### src/rtl/lz4_pkg.sv
// Shared constants and helpers for the LZ4/Huffman datapath buffers.
package lz4_pkg;

    localparam int MATCH_FIFO_DATA_W = 47;
    localparam int MATCH_FIFO_DEPTH  = 16;
    localparam int LIT_FIFO_DATA_W   = 64;
    localparam int LIT_FIFO_DEPTH    = 16;

    // Smallest n with 2**n >= value; usable in constant expressions.
    function automatic int clog2(input int value);
        int result;
        result = 32'sd0;
        for (int i = 0; i < 32; i++) begin
            if ((32'sd1 << i) < value) begin
                result = i + 32'sd1;
            end else begin
                result = result;
            end
        end
        return result;
    endfunction

endpackage

### src/rtl/lz4_fifo_ptr_ctrl.sv
// Pointer, occupancy, watermark and sticky error bookkeeping for lz4_sync_fifo.
module lz4_fifo_ptr_ctrl
    import lz4_pkg::*;
#(
    parameter int DEPTH    = 16,
    parameter int AF_LEVEL = DEPTH - 2,
    parameter int AE_LEVEL = 2,
    parameter int AW       = clog2(DEPTH)
) (
    input  logic          clk,
    input  logic          rst,
    input  logic          wr_en,
    input  logic          rd_en,
    output logic          wr_accept,
    output logic          rd_accept,
    output logic [AW-1:0] wr_ptr,
    output logic [AW-1:0] rd_ptr,
    output logic [AW:0]   data_count,
    output logic          empty,
    output logic          full,
    output logic          almost_full,
    output logic          almost_empty,
    output logic          overflow,
    output logic          underflow
);

    localparam logic [AW-1:0] PTR_INC   = {{(AW-1){1'b0}}, 1'b1};
    localparam logic [AW:0]   CNT_INC   = {{AW{1'b0}}, 1'b1};
    localparam logic [AW:0]   CNT_ZERO  = {(AW+1){1'b0}};
    localparam logic [AW:0]   CNT_DEPTH = (AW+1)'(DEPTH);
    localparam logic [AW:0]   CNT_AF    = (AW+1)'(AF_LEVEL);
    localparam logic [AW:0]   CNT_AE    = (AW+1)'(AE_LEVEL);

    logic [AW:0] count_next;

    // Gating on the registered flags makes a full FIFO favour the read and an empty one the write.
    assign wr_accept = wr_en && !full;
    assign rd_accept = rd_en && !empty;

    // Next occupancy; a simultaneous push and pop leaves it unchanged.
    always_comb begin
        count_next = data_count;
        if (wr_accept && !rd_accept) begin
            count_next = data_count + CNT_INC;
        end else if (rd_accept && !wr_accept) begin
            count_next = data_count - CNT_INC;
        end else begin
            count_next = data_count;
        end
    end

    // Pointers wrap modulo DEPTH; status flags are registered from the next-state count.
    always_ff @(posedge clk) begin
        if (rst) begin
            wr_ptr       <= {AW{1'b0}};
            rd_ptr       <= {AW{1'b0}};
            data_count   <= CNT_ZERO;
            empty        <= 1'b1;
            full         <= 1'b0;
            almost_full  <= 1'b0;
            almost_empty <= 1'b1;
            overflow     <= 1'b0;
            underflow    <= 1'b0;
        end else begin
            if (wr_accept) begin
                wr_ptr <= wr_ptr + PTR_INC;
            end
            if (rd_accept) begin
                rd_ptr <= rd_ptr + PTR_INC;
            end
            data_count   <= count_next;
            empty        <= (count_next == CNT_ZERO);
            full         <= (count_next == CNT_DEPTH);
            almost_full  <= (count_next >= CNT_AF);
            almost_empty <= (count_next <= CNT_AE);
            overflow     <= overflow | (wr_en & full);
            underflow    <= underflow | (rd_en & empty);
        end
    end

endmodule

### src/rtl/lz4_sync_fifo.sv
// Parametrised single-clock FIFO with watermarks and sticky error flags.
// Define LZ4_FIFO_FWFT_EN for first-word-fall-through; otherwise dout is a registered read.
module lz4_sync_fifo
    import lz4_pkg::*;
#(
    parameter int DATA_W   = MATCH_FIFO_DATA_W,
    parameter int DEPTH    = MATCH_FIFO_DEPTH,
    parameter int AF_LEVEL = DEPTH - 2,
    parameter int AE_LEVEL = 2,
    localparam int AW      = clog2(DEPTH)
) (
    input  logic              clk,
    input  logic              rst,
    input  logic [DATA_W-1:0] din,
    input  logic              wr_en,
    input  logic              rd_en,
    output logic [DATA_W-1:0] dout,
    output logic              valid,
    output logic              empty,
    output logic              full,
    output logic              almost_full,
    output logic              almost_empty,
    output logic [AW:0]       data_count,
    output logic              overflow,
    output logic              underflow
);

    logic [DATA_W-1:0] mem [DEPTH];
    logic [AW-1:0]     wr_ptr;
    logic [AW-1:0]     rd_ptr;
    logic              wr_accept;
    logic              rd_accept;

    lz4_fifo_ptr_ctrl #(
        .DEPTH    (DEPTH),
        .AF_LEVEL (AF_LEVEL),
        .AE_LEVEL (AE_LEVEL),
        .AW       (AW)
    ) u_ptr_ctrl (
        .clk          (clk),
        .rst          (rst),
        .wr_en        (wr_en),
        .rd_en        (rd_en),
        .wr_accept    (wr_accept),
        .rd_accept    (rd_accept),
        .wr_ptr       (wr_ptr),
        .rd_ptr       (rd_ptr),
        .data_count   (data_count),
        .empty        (empty),
        .full         (full),
        .almost_full  (almost_full),
        .almost_empty (almost_empty),
        .overflow     (overflow),
        .underflow    (underflow)
    );

    // Storage is deliberately left out of reset; stale words stay hidden behind the pointers.
    always_ff @(posedge clk) begin
        if (wr_accept) begin
            mem[wr_ptr] <= din;
        end
    end

`ifdef LZ4_FIFO_FWFT_EN
    // Head word is shown directly; masked while empty so nothing stale leaks out.
    assign dout  = empty ? {DATA_W{1'b0}} : mem[rd_ptr];
    assign valid = !empty;
`else
    // Registered read: dout loads on an accepted pop and holds otherwise.
    always_ff @(posedge clk) begin
        if (rst) begin
            dout  <= {DATA_W{1'b0}};
            valid <= 1'b0;
        end else begin
            valid <= rd_accept;
            if (rd_accept) begin
                dout <= mem[rd_ptr];
            end
        end
    end
`endif

endmodule

### config.mk
export PLATFORM = sky130hd
export DESIGN_NAME = lz4_sync_fifo
export DESIGN_NICKNAME = d
export VERILOG_FILES = /design/src/rtl/lz4_pkg.sv /design/src/rtl/lz4_fifo_ptr_ctrl.sv /design/src/rtl/lz4_sync_fifo.sv
export SDC_FILE = /design/constraint.sdc
export NUM_CORES = 1
export LEC_CHECK = 0
export BUFFER_PORTS_ARGS = -buffer_cell sky130_fd_sc_hd__buf_2
export CORE_ASPECT_RATIO = 1.1
export CORE_UTILIZATION = 59
export CTS_CLUSTER_DIAMETER = 80
export DETAILED_ROUTE_END_ITERATION = 10
export PLACE_DENSITY = 0.77
export SYNTH_ARGS = -nofsm -noshare
export SYNTH_HDL_FRONTEND = slang
export SYNTH_SLANG_ARGS = --single-unit
### constraint.sdc
create_clock -name clk -period 13.03 [get_ports clk]
set_clock_uncertainty 0.1 [all_clocks]
set_input_delay 3.909 -clock clk [delete_from_list [all_inputs] [get_ports clk]]
set_output_delay 3.909 -clock clk [all_outputs]
set_load 0.02 [all_outputs]
==> results.py <==
metrics = {
    "outcome": {
        "status": "finished, final reports clean",
    },
    "clock_network": {
        "ctsHoldBuffers": 0,
        "cts_buffers": 80,
        "post_cts_buffers": 0,
        "clk_latency_ns": 0.63,
        "clockBufferDepth": 3,
        "ctsHtreeMaxLevel": 3,
        "tritoncts": "yes",
        "cts_resized": 0,
        "cts.sinks": 847,
        "root_buffer": "clkbuf_16",
        "path_clk_slew_ns": 0.06,
    },
    "drt": {
        "postRouteAntennaNets": 0,
        "drtIter0Drc": 1818,
        "post_drt_wl_per_cell_um": 28.0,
        "viasPerCell": 6.41,
        "totalWireLength_um": 72200,
        "drcViolationCount": 0,
        "num_vias": 16500,
        "drt_first_pass_iters": 7,
    },
    "grt": {
        "grt_max_degree": 77,
        "track_usage": 0.264,
        "busiest_layer": "met2",
        "grt.met3_usage": 0.0456,
        "antenna_found_initial": 4,
        "overflow": 0,
        "grt_pass1_vias": 17000,
        "gr-usage-met2": 0.434,
        "grt_util_met1": 0.365,
        "grt_pass1_wl_um": 108000,
    },
    "worst_setup_path": {
        "path_max_fanout": 60,
        "crit_family": "simple AND/OR/NAND/NOR gates",
        "r2r_cells": 6,
        "crit_top_cell": "nand4_1",
        "required_ns": 13.39,
        "worstPathArrival_ns": 7.05,
        "worst-path-buf-inv": 1,
        "crit_slowest_cell": "nor4b_1",
        "end_kind": "register",
        "path_cells": "buf_2 -> nand2b_4 -> nand4_1 -> or3_1 -> o22ai_1 -> xnor2_1 -> nand4_1 -> nor4b_1 -> a41oi_1",
        "worstSetupStartpointType": "primary input",
        "cpPeakStageDelay_ns": 0.82,
        "worst-path-stages": 9,
        "path_class": "in -> reg",
    },
    "yosys": {
        "synth_area_mm2": 0.0326,
        "ys_seq_elements": 847,
        "seq_area_frac_synth": 0.750,
        "synth_fp_nets": 1679,
        "synth_edf_count": 752,
        "synth_warnings": 0,
        "synth_area_per_cell_um2": 20.1,
        "synth_flop_cell": "edfxtp_1",
        "synthCells": 1621,
        "synth_cell_types": 54,
        "ys_async_sr_fraction": 0,
    },
    "power_and_ir_drop": {
        "power_density_mw_per_mm2": 162,
        "peakVddDrop_mv": 0.126,
        "total_power_mw": 5.96,
        "leakage_nw": 11.7,
    },
    "timing": {
        "maxSlewHeadroom": 0.189,
        "slew_violations": 0,
        "hold_slack_ns": 0.350,
        "period_minus_slack_ns": 6.69,
        "final-setup-viol-count": 0,
        "rsz0062_at_grt": "false",
        "setup_slack_ns": 6.34,
        "hold_violations": 0,
        "fin_crit_sh": 0.514,
        "setup-tns-final_ns": 0,
        "tightestPinTransition_ns": 1.21,
        "fmax_mhz": 149,
    },
    "flow_run": {
        "max-cap-violations": 0,
    },
    "cells_and_area": {
        "fillers": 3440,
        "area_growth_pct": 12.9,
        "stdcell_area_mm2": 0.0369,
        "nets": 1834,
        "finalNonFillerCells": 2580,
        "drive_gt1_frac": 0.303,
        "post-route-util": 0.673,
    },
    "floorplanning": {
        "start_util": 0.596,
        "rows": 90,
        "boundaryPins": 138,
        "die-area_mm2": 0.0563,
        "die_h_um": 249,
        "core_area_mm2": 0.0547,
        "die_x_um": 226,
    },
    "placement": {
        "io_buffers": 137,
        "post-dp-hpwl_um": 38200,
        "dpl_worst_slack_ns": 5.69,
        "dp.cells": 2430,
        "placed_area_mm2": 0.0342,
        "gp_congestion": 0.871,
    },
    "hold_path": {
        "hold_depth": 2,
        "min-delay-path-class": "reg -> reg",
    },
}
==> state kept, by name (all words and copies together) (netlist names) <==
signal,flops
u_ptr_ctrl.rd_ptr,4
u_ptr_ctrl.overflow,1
mem,752
u_ptr_ctrl.wr_ptr,4
u_ptr_ctrl.data_count,33
u_ptr_ctrl.almost_full,1
u_ptr_ctrl.underflow,1
u_ptr_ctrl.full,1
u_ptr_ctrl.empty,1
dout,47
valid,1
u_ptr_ctrl.almost_empty,1
==> report_power, final <==
| group | internal (mW) | leakage [nW] | switching, mW |
|---|---|---|---|
| clock network | 1.33 | 1.27 | 0.982 |
| registers | 3.01 | 7.57 | 0.0681 |
| logic | 0.251 | 2.85 | 0.319 |
| total | 4.60 | 11.7 | 1.37 |
==> placed cells by master, fill, tap and decap left out, types with 21 or more instances in the layout <==
cell       count
edfxtp_1     752
nand2_1      124
xnor2_1       23
clkbuf_16     85
mux4_2       235
dfxtp_1       91
clkbuf_1      21
buf_2        136
a21oi_1       53
nor2_1        55
buf_4         29
==> metal layers <==
metal  vias to the layer above  share of wire
li1                       6935              -
met1                      8619           0.39
met2                       862           0.51
met3                       116          0.074
met4                         4          0.025
met5                         -        0.00047
==> final timing paths <==
check	startpoint	end	slack [ns]
hold / removal	dout[41]	dout[41]	0.35
hold reg to reg	dout[41]	dout[41]	0.35
setup reg to reg	u_ptr_ctrl.rd_ptr[0]	dout[27]	8.53
setup / recovery	rd_en	u_ptr_ctrl.almost_full	6.34
==> cells in the mapped netlist (3+ instances only) <==
| cell | number | area share |
|---|---|---|
| edfxtp_1 | 752 | 0.69 |
| mux4_2 | 235 | 0.16 |
| nand2_1 | 124 | 0.014 |
| dfxtp_1 | 95 | 0.058 |
| nor2_1 | 67 | 0.0077 |
| clkbuf_1 | 64 | 0.0074 |
| a21oi_1 | 53 | 0.0081 |
| xnor2_1 | 23 | 0.0062 |
| nor3_1 | 21 | 0.0032 |
| nand4_1 | 20 | 0.0038 |
| buf_1 | 19 | 0.0022 |
| xor2_1 | 15 | 0.0040 |
| nand3_1 | 14 | 0.0021 |
| nor2b_1 | 9 | 0.0017 |
| inv_1 | 8 | 0.00092 |
| ha_1 | 7 | 0.0027 |
| nor4_1 | 7 | 0.0013 |
| a22oi_1 | 6 | 0.0014 |
| and3_1 | 6 | 0.0012 |
| buf_2 | 6 | 0.00092 |
| o21ai_0 | 6 | 0.00092 |
| o32ai_1 | 6 | 0.0016 |
| and4_1 | 5 | 0.0013 |
| nand2b_1 | 5 | 0.00096 |
| nor4b_1 | 3 | 0.00081 |
| o22ai_1 | 3 | 0.00058 |
| or3_1 | 3 | 0.00058 |
==> tightest hold or removal path: stages, from the launching register on <==
cell and delay [ns]:
dfxtp_1 0.30, nand2_1 0.05, a21oi_1 0.05
==> area by class of cell <==
class                           instances  area [um2]  area share
Antenna cell                            3        7.51    0.000204
Clock buffer                          115        2330      0.0632
Clock inverter                         32         290     0.00788
Inverter                                8        30.0    0.000815
Multi-Input combinational cell        674        7880       0.214
Sequential cell                       847       24500       0.665
Tap cell                              736         921      0.0250
Timing Repair Buffer                  165         898      0.0244
==> logic make-up (layout without fill, tap and decap cells) <==
kind of cell / Yosys count / after routing / share of synthesized area
xor gates and xnor gates: 38 / 38 / 0.0102
AOI/OAI and AO/OA: 89 / 89 / 0.0166
other: 0 / 3 / 0
buffers and inverters: 100 / 320 / 0.0122
adders and majority gates: 7 / 7 / 0.00268
muxes: 235 / 235 / 0.162
DFF: 847 / 847 / 0.750
and+or+nand+nor: 305 / 305 / 0.0460
(Power assumes the default switching activity.)
